--- src/rtl/alu_pkg.sv ---
// Shared definitions for the bit-serial ALU: default width, ALU_control codes
// and the sequencer state encoding.
package alu_pkg;

    localparam int ALU_WIDTH = 32;

    // ALU_control = {Ainvert, Binvert, operation[1:0]}
    localparam logic [3:0] ALU_AND = 4'b0000;
    localparam logic [3:0] ALU_OR  = 4'b0001;
    localparam logic [3:0] ALU_ADD = 4'b0010;
    localparam logic [3:0] ALU_SUB = 4'b0110;
    localparam logic [3:0] ALU_NOR = 4'b1100;
    localparam logic [3:0] ALU_SLT = 4'b0111;

    typedef enum logic [1:0] {
        IDLE = 2'b00,
        RUN  = 2'b01,
        DONE = 2'b10
    } state_t;

endpackage

--- src/rtl/alu_1bit.sv ---
// One-bit ALU slice: optional operand inversion, AND/OR/full-add/less select,
// and the full-adder carry out (always computed, whatever the operation).
module alu_1bit (
    input  logic       a,
    input  logic       b,
    input  logic       less,
    input  logic       Ainvert,
    input  logic       Binvert,
    input  logic       cin,
    input  logic [1:0] operation,
    output logic       sum,
    output logic       carry
);

    logic ai;
    logic bi;

    assign ai = a ^ Ainvert;
    assign bi = b ^ Binvert;

    always_comb begin
        carry = (ai & bi) | (ai & cin) | (bi & cin);
        case (operation)
            2'b00:   sum = ai & bi;
            2'b01:   sum = ai | bi;
            2'b10:   sum = ai ^ bi ^ cin;
            default: sum = less;
        endcase
    end

endmodule

--- src/rtl/alu_serial_32bit.sv ---
// Bit-serial ALU sequencer driving alu_1bit slices LSB first with a registered
// carry. Define ALU_SERIAL_2BIT_EN to process two bits per clock (WIDTH even).
module alu_serial_32bit
    import alu_pkg::*;
#(
    parameter int WIDTH = ALU_WIDTH
) (
    input  logic             clk,
    input  logic             rst,
    input  logic             start,
    input  logic [WIDTH-1:0] src1,
    input  logic [WIDTH-1:0] src2,
    input  logic [3:0]       ALU_control,
    output logic             busy,
    output logic             done,
    output logic [WIDTH-1:0] result,
    output logic             zero,
    output logic             cout,
    output logic             overflow
);

`ifdef ALU_SERIAL_2BIT_EN
    localparam int BPC = 2;
`else
    localparam int BPC = 1;
`endif
    localparam int CW = (WIDTH > 1) ? $clog2(WIDTH) : 1;
    localparam logic [CW-1:0] LAST = CW'(WIDTH / BPC - 1);

    state_t           state;
    state_t           state_nx;
    logic             load;
    logic             step;
    logic             last;
    logic [CW-1:0]    cnt;
    logic             carry_r;
    logic [3:0]       ctrl_r;
    logic [WIDTH-1:0] a_sh;
    logic [WIDTH-1:0] b_sh;
    logic [WIDTH-1:0] res_sh;

    logic             is_slt;
    logic             arith;
    logic [1:0]       slice_op;
    logic [BPC:0]     chain;
    logic [BPC-1:0]   sums;
    logic             msb_ovf;
    logic             slt_set;
    logic [WIDTH-1:0] res_next;
    logic [WIDTH-1:0] final_res;

    always_ff @(posedge clk) begin
        if (rst) begin
            state <= IDLE;
        end else begin
            state <= state_nx;
        end
    end

    always_comb begin
        state_nx = state;
        busy     = 1'b0;
        done     = 1'b0;
        load     = 1'b0;
        step     = 1'b0;
        case (state)
            IDLE: begin
                if (start) begin
                    load     = 1'b1;
                    state_nx = RUN;
                end
            end
            RUN: begin
                busy = 1'b1;
                step = 1'b1;
                if (last) begin
                    state_nx = DONE;
                end
            end
            DONE: begin
                done = 1'b1;
                if (start) begin
                    load     = 1'b1;
                    state_nx = RUN;
                end else begin
                    state_nx = IDLE;
                end
            end
            default: state_nx = IDLE;
        endcase
    end

    assign last = (cnt == LAST);

    // SLT runs the slices as a subtract; its set bit is patched in at the end.
    assign is_slt   = (ctrl_r == ALU_SLT);
    assign slice_op = is_slt ? 2'b10 : ctrl_r[1:0];
    assign arith    = (slice_op == 2'b10);

    assign chain[0] = carry_r;

    for (genvar i = 0; i < BPC; i++) begin : g_slice
        alu_1bit u_slice (
            .a         (a_sh[i]),
            .b         (b_sh[i]),
            .less      (1'b0),
            .Ainvert   (ctrl_r[3]),
            .Binvert   (ctrl_r[2]),
            .cin       (chain[i]),
            .operation (slice_op),
            .sum       (sums[i]),
            .carry     (chain[i+1])
        );
    end

    // Only meaningful on the final step, when the top slice holds the MSB.
    assign msb_ovf   = chain[BPC-1] ^ chain[BPC];
    assign slt_set   = sums[BPC-1] ^ msb_ovf;
    assign res_next  = {sums, res_sh[WIDTH-1:BPC]};
    assign final_res = is_slt ? {{(WIDTH-1){1'b0}}, slt_set} : res_next;

    always_ff @(posedge clk) begin
        if (rst) begin
            cnt      <= '0;
            carry_r  <= 1'b0;
            ctrl_r   <= '0;
            a_sh     <= '0;
            b_sh     <= '0;
            res_sh   <= '0;
            result   <= '0;
            zero     <= 1'b0;
            cout     <= 1'b0;
            overflow <= 1'b0;
        end else if (load) begin
            cnt     <= '0;
            carry_r <= ALU_control[2];
            ctrl_r  <= ALU_control;
            a_sh    <= src1;
            b_sh    <= src2;
        end else if (step) begin
            cnt     <= cnt + CW'(1);
            carry_r <= chain[BPC];
            a_sh    <= a_sh >> BPC;
            b_sh    <= b_sh >> BPC;
            res_sh  <= res_next;
            if (last) begin
                result   <= final_res;
                zero     <= (final_res == '0);
                cout     <= arith & chain[BPC];
                overflow <= arith & msb_ovf;
            end
        end
    end

endmodule

--- config.mk ---
export PLATFORM = sky130hd
export DESIGN_NAME = alu_serial_32bit
export DESIGN_NICKNAME = d
export VERILOG_FILES = /design/src/rtl/alu_pkg.sv /design/src/rtl/alu_1bit.sv /design/src/rtl/alu_serial_32bit.sv
export SDC_FILE = /design/constraint.sdc
export NUM_CORES = 1
export LEC_CHECK = 0
export ABC_AREA = 1
export BUFFER_PORTS_ARGS = -buffer_cell sky130_fd_sc_hd__buf_2
export CORE_ASPECT_RATIO = 1.25
export CORE_MARGIN = 4
export CORE_UTILIZATION = 50
export CTS_BUF_LIST = sky130_fd_sc_hd__clkbuf_8 sky130_fd_sc_hd__clkbuf_16
export DETAILED_ROUTE_END_ITERATION = 10
export PLACE_DENSITY = 0.77
export SLEW_MARGIN = 20
export SYNTH_ARGS = -nofsm -noshare
export SYNTH_HDL_FRONTEND = slang
export SYNTH_HIERARCHICAL = 1
export SYNTH_SLANG_ARGS = --single-unit
--- constraint.sdc ---
create_clock -name clk -period 1.8 [get_ports clk]
set_input_delay 0.27 -clock clk [delete_from_list [all_inputs] [get_ports clk]]
set_output_delay 0.27 -clock clk [all_outputs]
set_load 0.02 [all_outputs]
==> results of run 1 <==
cells by family after synthesis:
kind of cell / count (synthesis) / share of synthesized area (%)
other cells: 1 / 0.0645
compound gates: 256 / 23.4
xor+xnor: 3 / 0.452
simple gates: 275 / 18.7
buf+inv: 99 / 7.36
flops: 142 / 48.9
fa+ha+maj: 5 / 1.20
worst register-to-register path: cells and delay by family (launching register included):
family                     cells  cell delay [ps]
AOI/OAI and AO/OA              1               60
and+or+nand+nor               10              670
buffers and inverters          3              160
DFF                            1              330
adders and majority gates      1              480
xor gates and xnor gates       1              180
report_power, final:
part           leakage, nW  internal (W)  switching (W)
clock network        0.289       0.00231        0.00135
logic                 1.74      0.000400       0.000578
registers             1.17       0.00336       0.000126
cell type report:
type	count	area, µm²
clock buffer	17	425
clock inverter	15	196
fill	966	3950
inverter	41	156
multi-input combinational	540	2630
sequential	142	2850
tap	135	169
timing repair buffer	141	873
path summary, 6_finish.rpt:
path                                               to  slack, ps  cells after the start
worst max register to register      zero$_SDFFE_PP0P_       -200                     16
worst min-delay path            b_sh[23]$_SDFFE_PP0P_        100                      3
worst max-delay path                zero$_SDFFE_PP0P_       -200                     16
worst min register to register  a_sh[27]$_SDFFE_PP0P_        460                      2
state kept, by name (all words and copies together), names as in the netlist:
name and flops:
state 2, res_sh 31, carry_r 1, cnt 5, cout 1, zero 1
result 32, ctrl_r 4, overflow 1, b_sh 32, a_sh 32
cell usage after synthesis:
cell type / n
nand2_1: 138
o21ai_1: 3
dfxtp_1: 142
nand4_1: 2
ha_1: 4
a221oi_1: 13
o211ai_1: 1
a211oi_1: 9
a21oi_1: 80
xor2_1: 2
o311ai_0: 1
o21ai_0: 148
nor4_1: 1
nand3_1: 14
buf_2: 24
nand2_2: 3
a31oi_1: 1
xnor2_1: 1
nor3_1: 2
inv_1: 37
nor2_1: 112
buf_4: 1
buf_6: 3
nor2_4: 2
fa_1: 1
nor2_2: 1
clkbuf_1: 30
inv_2: 4
conb_1: 1
timing repair:
| item | in CTS | in global routing |
|---|---|---|
| setup endpoints to repair | 5 | 36 |
| cloned | 0 | 0 |
| gates resized for setup | 12 | 17 |
| pin swaps | 4 | 5 |
| buffers inserted | 4 | 3 |
routing by layer:
metal,GRT usage (%),vias up,share of wire (%)
met5,0,-,0
met4,7.90,0,2.5
met3,6.27,38,6.1
met2,36.5,161,49
met1,26.4,2542,43
li1,-,2793,-
per-stage QoR:
stage                     std cells  area (µm²)
final                          1031        7300
after global routing           1031        7300
after global placement          992        6520
after detailed placement        992        6520
after CTS                      1028        7210
after floorplan                 781        5820
==> results.py, run 1 <==
metrics = {
    "synthesis": {
        "yosys.area.top_type_share_pct": 48.9,
        "ys_seq_area_share_pct": 48.9,
        "ys.warnings.count": 6,
        "synth_cell_types": 29,
        "syn_inst": 781,
        "syn_area_um2": 5820,
        "synth_nets": 857,
        "avgSynthCellArea_um2": 7.45,
        "netlist_top_cells_area": "dfxtp_1 (49%), o21ai_0 (13%), nand2_1 (8.9%)",
        "synth_top_area_cell": "dfxtp_1",
        "ys_ff_latch": 142,
    },
    "worst_setup_path": {
        "cp_cell_sequence": "xnor2_2 > inv_2 > fa_1 > inv_1 > nand2_1 > nand3_2 > nand2_4 > inv_2 > nand3_2 > nand2_1 > nand2_1 > o21ai_2 > nand3_1 > nor2_1 > nor2_1 > nor2_1",
        "cp_slowest_cell": "fa_1",
        "cpPeakStageDelay_ps": 480,
        "critPathMaxFanout": 4,
        "crit_family": "simple AND/OR/NAND/NOR gates",
        "cp-start-kind": "flip-flop",
        "r2r-start": "b_sh[0]$_SDFFE_PP0P_",
        "critPathBufInv": 3,
        "crit_required_ps": 2110,
        "path_class": "reg -> reg",
        "arrival_ps": 2310,
        "setup.worst_path.start": "b_sh[0]$_SDFFE_PP0P_",
        "end_kind": "flip-flop",
    },
    "route": {
        "drtPass1Iterations": 5,
        "drc_errors": 0,
        "num_vias": 5534,
        "drtIter0Drc": 409,
        "drtAntennaViolNets": 0,
        "viasPerCell": 5.37,
        "avgRoutedWirePerCell_um": 14.0,
        "drt_wl_total_um": 14500,
    },
    "placed_design": {
        "gp_congestion": 0.811,
        "port_buffers": 107,
        "dpl.hpwl_um": 8860,
        "place_ws_ps": -275,
    },
    "clocking": {
        "numCtsBuffers": 17,
        "clkSlewWorstSetupHoldPaths_ps": 60,
        "hold_buffers": 0,
        "cts_sinks": 142,
        "htreeDepth": 4,
        "clockRootBuffer": "clkbuf_16",
        "clock_latency_ps": 420,
        "clockBufferDepth": 2,
        "cts_tree": "built",
    },
    "floorplan": {
        "die_w_um": 104,
        "io_pins": 108,
        "start_util_pct": 51.7,
        "core_um2": 11200,
        "die_y_um": 129,
        "die_area_um2": 13400,
        "rows": 43,
    },
    "timing": {
        "setup_viol": 4,
        "rsz0062_at_grt": "true",
        "fin_setup_tns_ps": -510,
        "fin_worst_skew_ps": 7.90,
        "period_share_pct": 111,
        "clock.fmax_ghz": 0.500,
        "hold_violations": 0,
        "maxSlewViolCount": 0,
        "timing.hold.ws_ps": 97.1,
        "fin_ws_ps": -201,
        "min_period_ps": 2000,
    },
    "global_route": {
        "grt_pass1_wl_um": 23900,
        "antenna_found_initial": 0,
        "grt.overflow.total": 0,
        "grtUsageTotal_pct": 21.6,
        "grt_pass1_vias": 5171,
        "grt_max_degree": 94,
    },
    "run": {
        "cap_violations": 0,
    },
    "power": {
        "finalPower_w": 0.00812,
        "p_per_area_nw_per_um2": 1110,
        "ir_worst_vdd_v": 0.000731,
        "p_leak_nw": 3.19,
    },
    "layout": {
        "utilization_pct": 64.9,
        "drive_above_1_share_pct": 22.8,
        "layout_commonest_cell": "o21ai_0",
        "fin_nets": 959,
        "syn_to_final_growth_pct": 25.5,
        "diodes": 0,
        "final_cell_mix": "o21ai_0 (146), nand2_1 (137), dfxtp_1 (136)",
    },
    "min_path": {
        "worstHoldPathType": "in -> reg",
        "worstHoldStart": "src2[23]",
    },
    "status": {
        "status": "complete, but fails checks",
        "violations": "setup timing",
    },
}
(Power assumes the default switching activity.)
==> run 2: changes to the inputs <==
--- a/config.mk
+++ b/config.mk
@@ -5,7 +5,6 @@
 export SDC_FILE = /design/constraint.sdc
 export NUM_CORES = 1
 export LEC_CHECK = 0
-export ABC_AREA = 1
 export BUFFER_PORTS_ARGS = -buffer_cell sky130_fd_sc_hd__buf_2
 export CORE_ASPECT_RATIO = 1.25
 export CORE_MARGIN = 4
==> results.py, run 2 <==
metrics = {
    "status": {
        "status": "complete, but fails checks",
        "violations": "setup timing",
    },
    "layout": {
        "drive_above_1_share_pct": 27.8,
        "layout_commonest_cell": "nand2_1",
        "multi_input_area_um2": 2670,
        "fin_nets": 863,
        "fillers": 927,
        "reg.largest.list": "a_sh x32, b_sh x32, result x32",
        "diodes": 0,
        "stdcell_area_um2": 7300,
        "final_cell_mix": "nand2_1 (171), dfxtp_1 (136), buf_2 (106)",
        "syn_to_final_growth_pct": 26.7,
        "final-seq-area_um2": 2850,
    },
    "clocking": {
        "htreeDepth": 4,
        "cts_sinks": 142,
        "numCtsBuffers": 17,
        "clockRootBuffer": "clkbuf_16",
        "clkSlewWorstSetupHoldPaths_ps": 60,
        "hold_buffers": 0,
        "cts_tree": "built",
        "clockBufferDepth": 2,
        "clock_latency_ps": 410,
    },
    "timing": {
        "rsz0062_at_grt": "true",
        "clock.fmax_ghz": 0.451,
        "fin_worst_skew_ps": 8.75,
        "maxSlewViolCount": 0,
        "setup_viol": 4,
        "worstMarginPinSlew_ps": 524,
        "period_share_pct": 123,
        "fin_ws_ps": -417,
        "hold_violations": 0,
        "fin_setup_tns_ps": -1540,
        "relSlewSlack_pct": 65.0,
        "min_period_ps": 2220,
    },
    "synthesis": {
        "syn_area_um2": 5760,
        "async_flop_share_pct": 0,
        "ys_seq_area_share_pct": 49.3,
        "synth_most_common_cell": "nand2_1",
        "synthFlopType": "dfxtp_1",
        "avgSynthCellArea_um2": 8.50,
        "netlist_top_cells_area": "dfxtp_1 (49%), nand2_1 (11%), nor2_1 (6.5%)",
        "synth_nets": 754,
        "ys.warnings.count": 6,
        "yosys.area.top_type_share_pct": 49.3,
        "synth_edf_count": 0,
        "ys_ff_latch": 142,
        "syn_inst": 678,
        "synth_top_area_cell": "dfxtp_1",
        "yosys-top-cells-count": "nand2_1 (171), dfxtp_1 (142), nor2_1 (100)",
        "synth_cell_types": 37,
    },
    "floorplan": {
        "rows": 43,
        "core_um2": 11200,
        "die_w_um": 104,
        "die_y_um": 128,
        "start_util_pct": 51.5,
        "io_pins": 108,
        "die_area_um2": 13300,
    },
    "worst_setup_path": {
        "arrival_ps": 2520,
        "endpoint": "result[31]$_SDFFE_PP0P_",
        "path_class": "reg -> reg",
        "cpPeakStageDelay_ps": 510,
        "cp_slowest_cell": "mux4_2",
        "end_kind": "flip-flop",
        "cp_cell_sequence": "xnor2_2 > inv_2 > fa_1 > mux4_2 > buf_4 > buf_4 > buf_4 > a22oi_2 > nor2_1",
        "critPathBufInv": 4,
        "crit_family": "multiplexers",
        "cpMostUsedCell": "buf_4",
        "critPathMaxFanout": 3,
        "setup.worst_path.start": "ctrl_r[3]$_SDFFE_PP0P_",
        "critical_path_depth": 9,
        "r2r-start": "ctrl_r[3]$_SDFFE_PP0P_",
        "cp-start-kind": "flip-flop",
        "crit_required_ps": 2100,
        "r2r_end": "result[31]$_SDFFE_PP0P_",
        "r2r_setup_slack_ps": -420,
        "reg2regPathDepth": 9,
    },
    "global_route": {
        "antenna_found_initial": 0,
        "grt_max_degree": 48,
        "grt_pass1_wl_um": 23400,
        "grt.overflow.total": 0,
        "grt_pass1_vias": 5122,
        "grtUsageTotal_pct": 21.2,
    },
    "route": {
        "num_vias": 5213,
        "avgRoutedWirePerCell_um": 15.1,
        "drc_errors": 0,
        "drtAntennaViolNets": 0,
        "drt_wl_total_um": 14100,
        "drtPass1Iterations": 4,
        "viasPerCell": 5.58,
        "drtIter0Drc": 203,
    },
    "placed_design": {
        "place_ws_ps": -483,
        "port_buffers": 107,
        "dpl.hpwl_um": 9190,
        "gp_congestion": 0.848,
        "place_area_um2": 6470,
    },
    "power": {
        "p_leak_nw": 2.95,
        "ir_worst_vdd_v": 0.000662,
        "p_per_area_nw_per_um2": 1070,
    },
    "min_path": {
        "worstHoldPathType": "in -> reg",
    },
    "run": {
        "cap_violations": 0,
    },
}
-- run 2: cell families after synthesis --
kind of cell,count (synthesis),synth area share [%]
AND/OR/NAND/NOR,316,22.3
flip-flops,142,49.3
AO/OA/AOI/OAI,137,18.7
adder cells (fa/ha/maj),5,1.22
XOR/XNOR,7,1.30
buffers and inverters,66,6.13
other,1,0.0651
multiplexers,4,0.912
-- run 2: area by class of cell --
cell class	count	area share, %
repair buffers	149	13.1
clock inverters	10	1.85
clock buffers	22	6.77
flip-flops and latches	142	39.1
inverters	6	0.343
multi-input cells	471	36.6
well taps	135	2.31
-- run 2: worst min path at each step --
stage / start / cells past startpoint / endpoint / slack, ps
4_1_cts: ALU_control[0] / 3 / ctrl_r[0]$_SDFFE_PP0P_ / 90
3_5_place_dp: cout$_SDFFE_PP0P_ / 2 / cout$_SDFFE_PP0P_ / 440
5_1_grt: ALU_control[2] / 3 / ctrl_r[2]$_SDFFE_PP0P_ / 110
2_1_floorplan: ALU_control[3] / 2 / ctrl_r[3]$_SDFFE_PP0P_ / 400
3_3_place_gp: cout$_SDFFE_PP0P_ / 2 / cout$_SDFFE_PP0P_ / 440
6_report: ALU_control[2] / 3 / ctrl_r[2]$_SDFFE_PP0P_ / 110
-- run 2: metal layers --
metal,routed length [µm],vias to the layer above,global-route usage [%]
li1,-,2562,-
met1,6000,2470,25.5
met2,7060,156,36.4
met3,821,25,5.54
met4,252,0,8.69
met5,0,-,0
-- run 2: repair_timing --
action / 4_1_cts / 5_1_grt
resized for setup: 5 / 12
setup buffers: 5 / 3
setup endpoints to repair: 34 / 37
pin swaps: 2 / 2
cloned: 1 / 1
-- run 2: worst min-delay path, stage by stage --
cell and delay, ps:
buf_2 100, nand2_1 50, a21oi_1 50
-- run 2: power breakdown --
group | total, W | leakage, nW | switching, W | internal (W)
Clock | 0.00366 | 0.306 | 0.00131 | 0.00236
Combinational | 0.000790 | 1.48 | 0.000452 | 0.000339
Sequential | 0.00338 | 1.16 | 0.0000837 | 0.00329
Total | 0.00783 | 2.95 | 0.00184 | 0.00599
-- run 2: stage by stage --
| step | std cells | total power, W | hold slack [ps] | util, % |
|---|---|---|---|---|
| floorplan | 678 | 0.00397 | 398 | - |
| global placement | 893 | 0.00418 | 445 | 57.9 |
| detailed placement | 893 | 0.00421 | 445 | 57.9 |
| CTS | 931 | 0.00786 | 94.5 | 64.3 |
| global route | 935 | 0.00810 | 112 | 65.2 |
| finish | 935 | 0.00783 | 108 | 65.2 |
==> run 3: changes to the inputs <==
--- a/config.mk
+++ b/config.mk
@@ -8,12 +8,11 @@
 export BUFFER_PORTS_ARGS = -buffer_cell sky130_fd_sc_hd__buf_2
 export CORE_ASPECT_RATIO = 1.25
 export CORE_MARGIN = 4
-export CORE_UTILIZATION = 50
+export CORE_UTILIZATION = 49
 export CTS_BUF_LIST = sky130_fd_sc_hd__clkbuf_8 sky130_fd_sc_hd__clkbuf_16
 export DETAILED_ROUTE_END_ITERATION = 10
-export PLACE_DENSITY = 0.77
+export PLACE_DENSITY = 0.76
 export SLEW_MARGIN = 20
 export SYNTH_ARGS = -nofsm -noshare
 export SYNTH_HDL_FRONTEND = slang
-export SYNTH_HIERARCHICAL = 1
 export SYNTH_SLANG_ARGS = --single-unit
==> results.py, run 3 <==
metrics = {
    "synthesis": {
        "avgSynthCellArea_um2": 8.32,
        "synth_edf_count": 0,
        "ys.warnings.count": 0,
        "netlist_top_cells_area": "dfxtp_1 (51%), nand2_1 (10%), nor2_1 (6.7%)",
        "yosys.area.top_type_share_pct": 51.5,
        "synth_top_area_cell": "dfxtp_1",
        "synthFlopType": "dfxtp_1",
        "syn_inst": 664,
        "async_flop_share_pct": 0,
        "yosys-top-cells-count": "nand2_1 (148), dfxtp_1 (142), nor2_1 (99)",
        "synth_cell_types": 34,
        "syn_area_um2": 5520,
        "synth_most_common_cell": "nand2_1",
        "ys_ff_latch": 142,
        "ys_seq_area_share_pct": 51.5,
        "synth_nets": 740,
    },
    "worst_setup_path": {
        "r2r_setup_slack_ps": -50,
        "cp_cell_sequence": "xnor2_2 > inv_2 > fa_2 > inv_2 > a21oi_1 > o211ai_1 > a21oi_1",
        "critPathMaxFanout": 2,
        "path_class": "reg -> reg",
        "cpPeakStageDelay_ps": 560,
        "arrival_ps": 2190,
        "cp_slowest_cell": "fa_2",
        "r2r-start": "ctrl_r[3]$_SDFFE_PP0P_",
        "reg2regPathDepth": 7,
        "end_kind": "flip-flop",
        "cp-start-kind": "flip-flop",
        "crit_required_ps": 2140,
        "r2r_end": "res_sh[31]$_SDFFE_PP0P_",
    },
    "status": {
        "status": "complete, but fails checks",
        "violations": "setup timing",
    },
    "clocking": {
        "clockBufferDepth": 2,
        "hold_buffers": 0,
        "htreeDepth": 4,
        "cts_tree": "built",
        "clock_latency_ps": 410,
        "cts_sinks": 142,
        "numCtsBuffers": 17,
        "clkSlewWorstSetupHoldPaths_ps": 60,
        "clockRootBuffer": "clkbuf_16",
    },
    "route": {
        "drc_errors": 0,
        "drtPass1Iterations": 8,
        "drtAntennaViolNets": 0,
        "drtIter0Drc": 300,
        "viasPerCell": 5.61,
        "avgRoutedWirePerCell_um": 15.6,
        "drt_wl_total_um": 14400,
        "num_vias": 5173,
    },
    "global_route": {
        "grt_max_degree": 63,
        "antenna_found_initial": 0,
        "grtUsageTotal_pct": 22.2,
        "grt_pass1_wl_um": 23200,
        "grt_pass1_vias": 5025,
        "grt.overflow.total": 0,
    },
    "power": {
        "pwr-share-comb_pct": 10.1,
        "swShare_pct": 23.2,
        "p_int_w": 0.00600,
        "ir_worst_vdd_v": 0.000774,
        "seq_power_share_pct": 43.3,
        "p_clk_share_pct": 46.7,
        "p_sw_w": 0.00182,
        "p_leak_nw": 2.94,
        "p_per_area_nw_per_um2": 1090,
    },
    "timing": {
        "period_share_pct": 103,
        "maxSlewViolCount": 0,
        "hold_violations": 0,
        "clock.fmax_ghz": 0.541,
        "fin_ws_ps": -49.0,
        "setup_viol": 2,
        "relSlewSlack_pct": 69.7,
        "min_period_ps": 1850,
        "worstMarginPinSlew_ps": 455,
        "rsz0062_at_grt": "true",
        "fin_worst_skew_ps": 5.14,
    },
    "floorplan": {
        "start_util_pct": 49.8,
        "core_um2": 11100,
        "die_area_um2": 13000,
        "io_pins": 108,
        "rows": 43,
        "die_w_um": 103,
        "die_y_um": 127,
    },
    "placed_design": {
        "place_ws_ps": -477,
        "dpl.hpwl_um": 8970,
        "gp_congestion": 0.832,
        "port_buffers": 107,
    },
    "min_path": {
        "min_to": "ctrl_r[0]$_SDFFE_PP0P_",
        "worstHoldPathType": "in -> reg",
        "hold_depth": 3,
        "worstHoldStart": "ALU_control[0]",
    },
    "layout": {
        "reg.largest.list": "a_sh x32, b_sh x32, result x32",
        "layout_commonest_cell": "nand2_1",
        "syn_to_final_growth_pct": 29.5,
        "final_cell_mix": "nand2_1 (148), dfxtp_1 (136), buf_2 (106)",
        "utilization_pct": 64.5,
        "drive_above_1_share_pct": 25.6,
        "fin_nets": 849,
    },
    "run": {
        "cap_violations": 0,
    },
}
-- run 3: repair_timing --
action                     in CTS  in global routing
gates cloned                    2                  0
setup buffers                   3                  6
setup endpoints to repair      35                 36
pin swaps                       5                  4
resized for setup              18                 15
-- run 3: through the flow --
step | hold WS [ps] | area (µm²) | cells | setup TNS, ps | power, W
global route | 90.7 | 7150 | 921 | -299 | 0.00812
detailed placement | 457 | 6260 | 878 | -13340 | 0.00416
finish | 102 | 7150 | 922 | -77.4 | 0.00782
CTS | 90.2 | 7040 | 915 | 0 | 0.00782
global placement | 445 | 6260 | 878 | -8150 | 0.00413
floorplan | 406 | 5530 | 664 | 0 | 0.00392
-- run 3: cells by family after synthesis --
logic type	after synthesis	share of synthesized area (%)
and+or+nand+nor	298	22.0
xor gates and xnor gates	7	1.11
muxes	4	0.748
DFF	142	51.5
AOI/OAI and AO/OA	147	18.2
buffers and inverters	61	5.17
adders and majority gates	5	1.27
-- run 3: worst max-delay path by stage --
stage,startpoint,slack (ps),endpoint,cells after the start
final,ctrl_r[3]$_SDFFE_PP0P_,-50,res_sh[31]$_SDFFE_PP0P_,7
after global routing,ctrl_r[3]$_SDFFE_PP0P_,-100,res_sh[31]$_SDFFE_PP0P_,7
after CTS,cnt[1]$_SDFFE_PP0P_,7,result[29]$_SDFFE_PP0P_,7
after detailed placement,cnt[1]$_SDFFE_PP0P_,-480,result[26]$_SDFFE_PP0P_,7
after global placement,cnt[0]$_SDFFE_PP0P_,-270,result[8]$_SDFFE_PP0P_,7
after floorplan,ctrl_r[3]$_SDFFE_PP0P_,30,zero$_SDFFE_PP0P_,7
-- run 3: final cells by class --
| class | instances | area (µm²) |
|---|---|---|
| Inverter | 5 | 21.3 |
| Tap cell | 135 | 169 |
| Multi-Input combinational cell | 462 | 2520 |
| Clock inverter | 13 | 173 |
| Sequential cell | 142 | 2850 |
| Antenna cell | 1 | 2.50 |
| Timing Repair Buffer | 145 | 960 |
| Clock buffer | 19 | 453 |
| Fill cell | 905 | 3930 |
-- run 3: per-layer routing --
layer	global-route usage [%]	share of wire (%)
met1	26.3	40
met2	36.6	50
met3	6.05	6.9
met4	10.6	2.9
met5	0	0
-- run 3: power by group through the flow --
| stage | logic, W | registers [W] | clock network, W |
|---|---|---|---|
| 2_1_floorplan | 0.000494 | 0.00342 | 0 |
| 3_3_place_gp | 0.000697 | 0.00344 | 0 |
| 3_5_place_dp | 0.000719 | 0.00344 | 0 |
| 4_1_cts | 0.000742 | 0.00338 | 0.00369 |
| 5_1_grt | 0.000875 | 0.00340 | 0.00384 |
| 6_report | 0.000788 | 0.00338 | 0.00365 |
-- run 3: critical path, delay by kind of cell (launching register included) --
kind | cells | cell delay (ps)
buffers and inverters | 2 | 130
XOR/XNOR | 1 | 200
flip-flops | 1 | 330
adder cells (fa/ha/maj) | 1 | 560
AO/OA/AOI/OAI | 3 | 550
